==> src/rtl/simd_lane_serializer.sv <==
// Buffers full-width SIMD result vectors in a small FIFO and drains them one
// lane per beat over a valid/ready stream, tagged with lane index, opcode and last marker.
module simd_lane_serializer #(
  parameter int LANES = 8,
  parameter int WIDTH = 16,
  parameter int DEPTH = 2
) (
  input  logic                       clk,
  input  logic                       rst,
  input  logic                       in_valid,
  input  logic [LANES*WIDTH-1:0]     in_data,
  input  logic [2:0]                 in_op,
  output logic                       in_ready,
  output logic                       out_valid,
  input  logic                       out_ready,
  output logic [WIDTH-1:0]           out_data,
  output logic [$clog2(LANES)-1:0]   out_lane,
  output logic [2:0]                 out_op,
  output logic                       out_last,
  output logic                       overflow,
  input  logic                       clr_ovf,
  output logic [$clog2(DEPTH):0]     level
);

  localparam int LW = $clog2(LANES);
  localparam int PW = $clog2(DEPTH);
  localparam int CW = PW + 1;

  typedef enum logic {IDLE, SEND} state_t;

  state_t            state_q;
  state_t            state_nxt;
  logic [PW-1:0]     wr_ptr;
  logic [PW-1:0]     rd_ptr;
  logic [CW-1:0]     level_q;
  logic [CW-1:0]     level_nxt;
  logic [LW-1:0]     lane_cnt;
  logic              overflow_q;
  logic              push;
  logic              drop;
  logic              beat;
  logic              lane_is_last;
  logic              last_beat;

  logic [WIDTH-1:0]  mem_data [DEPTH][LANES];
  logic [2:0]        mem_op   [DEPTH];

  // in_ready depends only on registered occupancy, so a pop in the same
  // cycle never frees a slot for the incoming vector.
  assign in_ready     = (level_q != CW'(DEPTH));
  assign push         = in_valid && in_ready;
  assign drop         = in_valid && !in_ready;
  assign beat         = out_valid && out_ready;
  assign lane_is_last = (lane_cnt == LW'(LANES - 1));
  assign last_beat    = beat && lane_is_last;
  assign level        = level_q;
  assign overflow     = overflow_q;

  always_comb begin
    level_nxt = level_q;
    case ({push, last_beat})
      2'b10:   level_nxt = level_q + CW'(1);
      2'b01:   level_nxt = level_q - CW'(1);
      default: level_nxt = level_q;
    endcase
  end

  // Vector storage carries no reset; only occupancy and pointers are cleared.
  always_ff @(posedge clk) begin
    if (push) begin
      for (int l = 0; l < LANES; l++) begin
        mem_data[wr_ptr][l] <= in_data[l*WIDTH +: WIDTH];
      end
      mem_op[wr_ptr] <= in_op;
    end
  end

  always_ff @(posedge clk or negedge rst) begin
    if (!rst) begin
      wr_ptr     <= '0;
      rd_ptr     <= '0;
      level_q    <= '0;
      lane_cnt   <= '0;
      overflow_q <= 1'b0;
    end else begin
      level_q <= level_nxt;
      if (push) begin
        wr_ptr <= wr_ptr + PW'(1);
      end
      if (last_beat) begin
        rd_ptr   <= rd_ptr + PW'(1);
        lane_cnt <= '0;
      end else if (beat) begin
        lane_cnt <= lane_cnt + LW'(1);
      end
      if (drop) begin
        overflow_q <= 1'b1;
      end else if (clr_ovf) begin
        overflow_q <= 1'b0;
      end
    end
  end

  always_ff @(posedge clk or negedge rst) begin
    if (!rst) begin
      state_q <= IDLE;
    end else begin
      state_q <= state_nxt;
    end
  end

  always_comb begin
    state_nxt = IDLE;
    if (level_nxt != '0) begin
      state_nxt = SEND;
    end
  end

  // Outputs are gated to zero while idle so stale FIFO contents never leak.
  always_comb begin
    out_valid = 1'b0;
    out_data  = '0;
    out_op    = '0;
    out_last  = 1'b0;
    out_lane  = lane_cnt;
    if (state_q == SEND) begin
      out_valid = 1'b1;
      out_data  = mem_data[rd_ptr][lane_cnt];
      out_op    = mem_op[rd_ptr];
      out_last  = lane_is_last;
    end
  end

endmodule

==> config.mk <==
export PLATFORM = sky130hd
export DESIGN_NAME = simd_lane_serializer
export DESIGN_NICKNAME = d
export VERILOG_FILES = /design/src/rtl/simd_lane_serializer.sv
export SDC_FILE = /design/constraint.sdc
export NUM_CORES = 1
export LEC_CHECK = 0
export ABC_CLOCK_PERIOD_IN_PS = 16950
export BUFFER_PORTS_ARGS = -buffer_cell sky130_fd_sc_hd__buf_4
export CAP_MARGIN = 20
export CORE_ASPECT_RATIO = 1.1
export CORE_MARGIN = 2
export CORE_UTILIZATION = 61
export CTS_CLUSTER_SIZE = 28
export DETAILED_ROUTE_END_ITERATION = 12
export HOLD_SLACK_MARGIN = 0.06
export PLACE_DENSITY = 0.95
export SKIP_CTS_REPAIR_TIMING = 1
export SYNTH_ARGS = -nofsm -noshare
export SYNTH_HDL_FRONTEND = slang
export SYNTH_SLANG_ARGS = --single-unit
==> constraint.sdc <==
create_clock -name clk -period 16.95 [get_ports clk]
set_input_delay 0.8475 -clock clk [delete_from_list [all_inputs] [get_ports clk]]
set_output_delay 0.8475 -clock clk [all_outputs]
set_load 0.05 [all_outputs]
; Word level (Yosys, flattened, before mapping)
; Memory sizes are Yosys's and may differ from the RTL's.
; Cells that the tools add are included.
[classes]
n_addsub = 5
n_lt_le_gt_ge = 1
n_eq_ne = 4
muxes = 15
n_bitwise = 1
n_reduce_logical = 8
[ops]
columns = op, count
row1 = $bmux W16 S3, 1
row2 = $mux W16, 3
row3 = $mux W3, 3
row4 = $mux W1, 7
row5 = $reduce_bool A2 Y1, 3
row6 = $ge A4 B4 Y1 const B, 1
row7 = $logic_and A1 B1 Y1, 4
row8 = $not A3 Y4, 1
row9 = $pmux W2 S2, 1
row10 = $add A3 B1 Y3 const B, 1
row11 = $eq A3 B3 Y1 const B, 1
row12 = $add A1 B1 Y1 const B, 2
row13 = $add A2 B1 Y2 const B, 1
row14 = $eq A2 B1 Y1 const B, 1
row15 = $eq A2 B2 Y1 const B, 1
row16 = $ne A2 B2 Y1 const B, 1
row17 = $sub A2 B1 Y2 const B, 1
row18 = $logic_not A1 Y1, 1
[word_totals]
ff_bits = 9
mem_bits_rw = 262
in_bits = 136
output_inout_bits = 28
elab_cells = 42
mem_count = 2
[mem_list]
columns = name, depth, word_bits, rd, rd_clocked_by_memory_dff, wr, line_no
row1 = mem_data, 2, 128, 1, 0, 1, 45  ; logic [WIDTH-1:0] mem_data [DEPTH][LANES];
row2 = mem_op, 2, 3, 1, 0, 1, 46  ; logic [2:0] mem_op [DEPTH];

; Depth between registers and ports, before layout
[logic_depth]
word_depth = 7
ltp_mapped = 8
ltp_nobuf = 8

; Worst setup path before layout
; Ideal clock, no wire load.
[synth_path]
path_kind = register -> register
from = register level_q[0] (netlist: level[0])
to = memory mem_data[0][0] in the netlist's numbering (enable)
setup_time_ps = 623
arrival_time_ps = 6889
t_required_ps = 16327
setup_slack_ps = 9437
path_stages_with_launch = 4
path_buffers = 0
synth_period_minus_slack_ps = 7513
cell_sequence = dfrtp_1 > nand2b_1 > nand2_1 > nor2_1
[synth_via]
elab_chain_cells = 4
[synth_lines]
columns = element, line_no
row1 = from (decl), 35  ; logic [CW-1:0] level_q;
row2 = from (signal assigned), 86  ; level_q <= level_nxt;
row3 = $ne A2 B2 Y1, 50  ; assign in_ready = (level_q != CW'(DEPTH));
row4 = via in_ready, 13  ; output logic in_ready,
row5 = $logic_and A1 B1 Y1, 51  ; assign push = in_valid && in_ready;
row6 = $mux W1, 70  ; if (push) begin
row7 = $mux W1 (not written as such), 72  ; mem_data[wr_ptr][l] <= in_data[l*WIDTH +: WIDTH];
row8 = to (decl), 45
; The timed path passes the listed nets, and every way through them passes these cells.

; Worst setup path in the final report
[layout_path]
from = register rd_ptr
to = output port out_data[9]
[layout_via]
elab_chain_cells = 5
[layout_lines]
columns = element, line_no
row1 = from (decl), 34  ; logic [PW-1:0] rd_ptr;
row2 = from (signal assigned), 91  ; rd_ptr <= rd_ptr + PW'(1);
row3 = $mem_v2 Z2 W128, -
row4 = $bmux W16 S3, 128  ; out_data = mem_data[rd_ptr][lane_cnt];
row5 = $mux W16 (not written as such) (2 in series), 128
row6 = $mux W16, 126  ; if (state_q == SEND) begin
row7 = to (decl), 16  ; output logic [WIDTH-1:0] out_data,
; Every way passes these cells. The select of a mux whose other input is x is not followed.

==> flow_metrics.tcl <==
set metrics [dict create \
    power.internal_mw 1.53 \
    drtIter0Drc 612 \
    crit_fanout 62 \
    comb_power_share 0.351 \
    fin_nets 875 \
    worst_clock_skew_ns 0.00612 \
    die_x_um 130 \
    wl_per_cell_um 23.3 \
    drt-pass1-iter-count 5 \
    drive_gt1_frac 0.299 \
    synth.distinct_cells 27 \
    avgSynthCellArea_um2 18.7 \
    synth-async-reset-ratio 0.0332 \
    layout_min_cycle_time_ns 4.78 \
    slew_violations 0 \
    seq_power_share 0.418 \
    die_y_um 142 \
    synth-edff-count 262 \
    yosysWarningCount 0 \
    area_growth_pct 20.6 \
    grt_max_degree 76 \
    power_density_mw_per_mm2 189 \
    htreeDepth 1 \
    syn_area_mm2 0.0106 \
    worst_slew_pin_slew_ns 1.11 \
    antenna_found_initial 1 \
    synth_top_area_frac 0.742 \
    dpl_worst_slack_ns 12.78 \
    drtAntennaViolNets 0 \
    via_per_inst 5.96 \
    arrival_ns 3.94 \
    rows 50 \
    max_freq_ghz 0.209 \
    synth_top_cell_by_area "edfxtp_1" \
    crit_path_start_kind "flip-flop" \
    power.leakage_nw 4.69 \
    die-area_mm2 0.0185 \
    io_pins 164 \
    start_util 0.623 \
    reg2reg_from "level[0]" \
    cts_root_buf "clkbuf_16" \
    drc_errors 0 \
    ir_drop_mv 0.239 \
    worstSetupPathType "flip-flop to output port" \
    cp-end-kind "output port" \
    setup_viol 0 \
    synth.net_count 707 \
    fin_setup_tns_ns 0 \
    cp-startpoint "rd_ptr" \
    first_global_vias 6342 \
    outcome "complete, no violations" \
    yosysSeqAreaShare 0.763 \
    worstPathRequired_ns 16.10 \
    port_buffers 163 \
    synthTopCellsByCount "edfxtp_1 (262), mux2i_1 (105), a22oi_1 (51), nand2_1 (21), o21ai_1 (18)" \
    post-route-period-util 0.282 \
    num-fill-cells 959 \
    synth_cells 568 \
    slew_headroom 0.260 \
    rsz0062_at_grt "no" \
    place_congestion 0.773 \
    cts_buffers 26 \
    cts_tree "yes" \
    place_area_mm2 0.0120 \
    drt_wl_total_mm 23.1 \
    clk_pin_slew_worst_paths_ns 0.06 \
    clockBufferDepth 3 \
    synth_area_leaders "edfxtp_1 (74%), mux2i_1 (9.9%), a22oi_1 (3.6%)" \
    drv_cap 0 \
    grt_pass1_wl_mm 34.7 \
    hpwl_mm 14.6 \
    min_path_type "primary input to async pin" \
    setup_ws_ns 12.17 \
    clock_insertion_delay_worst_skew_ns 0.52 \
    switchingPower_uw 879 \
    grt_overflow 0 \
    hold_viol 0 \
    cts.sinks 271 \
    grtUsageTotal 0.253 \
    clkPwrFrac 0.231 \
    synth.most_common_cell "edfxtp_1" \
    swShare 0.364 \
    fin_area_mm2 0.0128 \
    core_area_mm2 0.0170 \
    vias 5907 \
    ys_ff_latch 271 \
    ys.flop_type "edfxtp_1" \
]
-- flip-flops by register name, summed over array words and instances (netlist names) --
signal	cells
mem_data	256
mem_op	6
out_lane	3
level	2
overflow	1
rd_ptr	1
state_q	1
wr_ptr	1
-- layout make-up --
type                       instances  area [µm²]  share of cell area
sequential                       271        8100               0.633
clock buffer                      30         687              0.0537
clock inverter                    17         140              0.0110
multi-input combinational        265        2290               0.179
antenna                            2        5.00            0.000391
tap                              234         293              0.0229
inverter                           2        7.51            0.000587
timing repair buffer             170        1280              0.0998
-- power groups by stage --
stage | sequential, mW | combinational [mW] | clock, mW
after floorplan | 1.02 | 0.621 | 0
after global placement | 1.01 | 0.811 | 0
after detailed placement | 1.02 | 0.839 | 0
after CTS | 1.01 | 0.846 | 0.563
after global routing | 1.02 | 0.896 | 0.586
final | 1.01 | 0.848 | 0.557
-- final timing paths --
| check | endpoint | slack [ns] | cells past startpoint |
|---|---|---|---|
| max | out_data[9] | 12.17 | 6 |
| min | overflow | 0.14 | 1 |
| max reg2reg | mem_data[1][56] | 14.25 | 3 |
| min reg2reg | level[1] | 0.53 | 1 |
| max in group asynchronous | rd_ptr | 16.66 | 1 |
| min in group clk | mem_data[1][67] | 0.51 | 1 |
-- cell families after synthesis --
group	count (synthesis)	share of synthesized area
adders and majority gates	3	0.00354
muxes	118	0.127
and+or+nand+nor	68	0.0324
xor gates and xnor gates	5	0.00413
AOI/OAI and AO/OA	71	0.0459
DFF	271	0.763
buffers and inverters	32	0.0245
-- metrics by stage --
stage / hold slack [ns] / total power, mW / std cells / util
after floorplan: 0.461 / 1.64 / 568 / -
after global placement: 0.501 / 1.82 / 942 / 0.703
after detailed placement: 0.516 / 1.86 / 942 / 0.703
after CTS: 0.119 / 2.42 / 989 / 0.751
after global routing: 0.128 / 2.51 / 989 / 0.751
final: 0.137 / 2.41 / 991 / 0.752
-- critical path, cell delays in order (launching register included) --
cell and delay (ns):
dfrtp_4 1.08, buf_4 0.96, mux4_2 0.62, nand2b_1 0.18
nand3_1 0.16, o21ai_1 0.11, buf_4 0.25
-- cell usage in the layout, fill, tap and decap left out, drive strengths merged, types with 2 or more instances in the layout --
cell type / count
a22oi: 51
and2: 2
and3: 2
buf: 170
bufinv: 2
clkbuf: 30
clkinv: 10
clkinvlp: 4
dfrtp: 9
diode: 2
edfxtp: 262
ha: 3
inv: 3
mux2i: 105
mux4: 13
nand2: 21
nand2b: 16
nand3: 16
nor2: 3
nor2b: 6
o21ai: 18
xnor2: 3
xor2: 2
-- routing by layer --
| metal | part of all wire | vias to the layer above | GRT usage |
|---|---|---|---|
| li1 | - | 2603 | - |
| met1 | 0.37 | 2976 | 0.315 |
| met2 | 0.50 | 268 | 0.424 |
| met3 | 0.089 | 58 | 0.0718 |
| met4 | 0.034 | 2 | 0.0985 |
| met5 | 0.00043 | - | 0 |
Power figures use the tool's default switching activity.
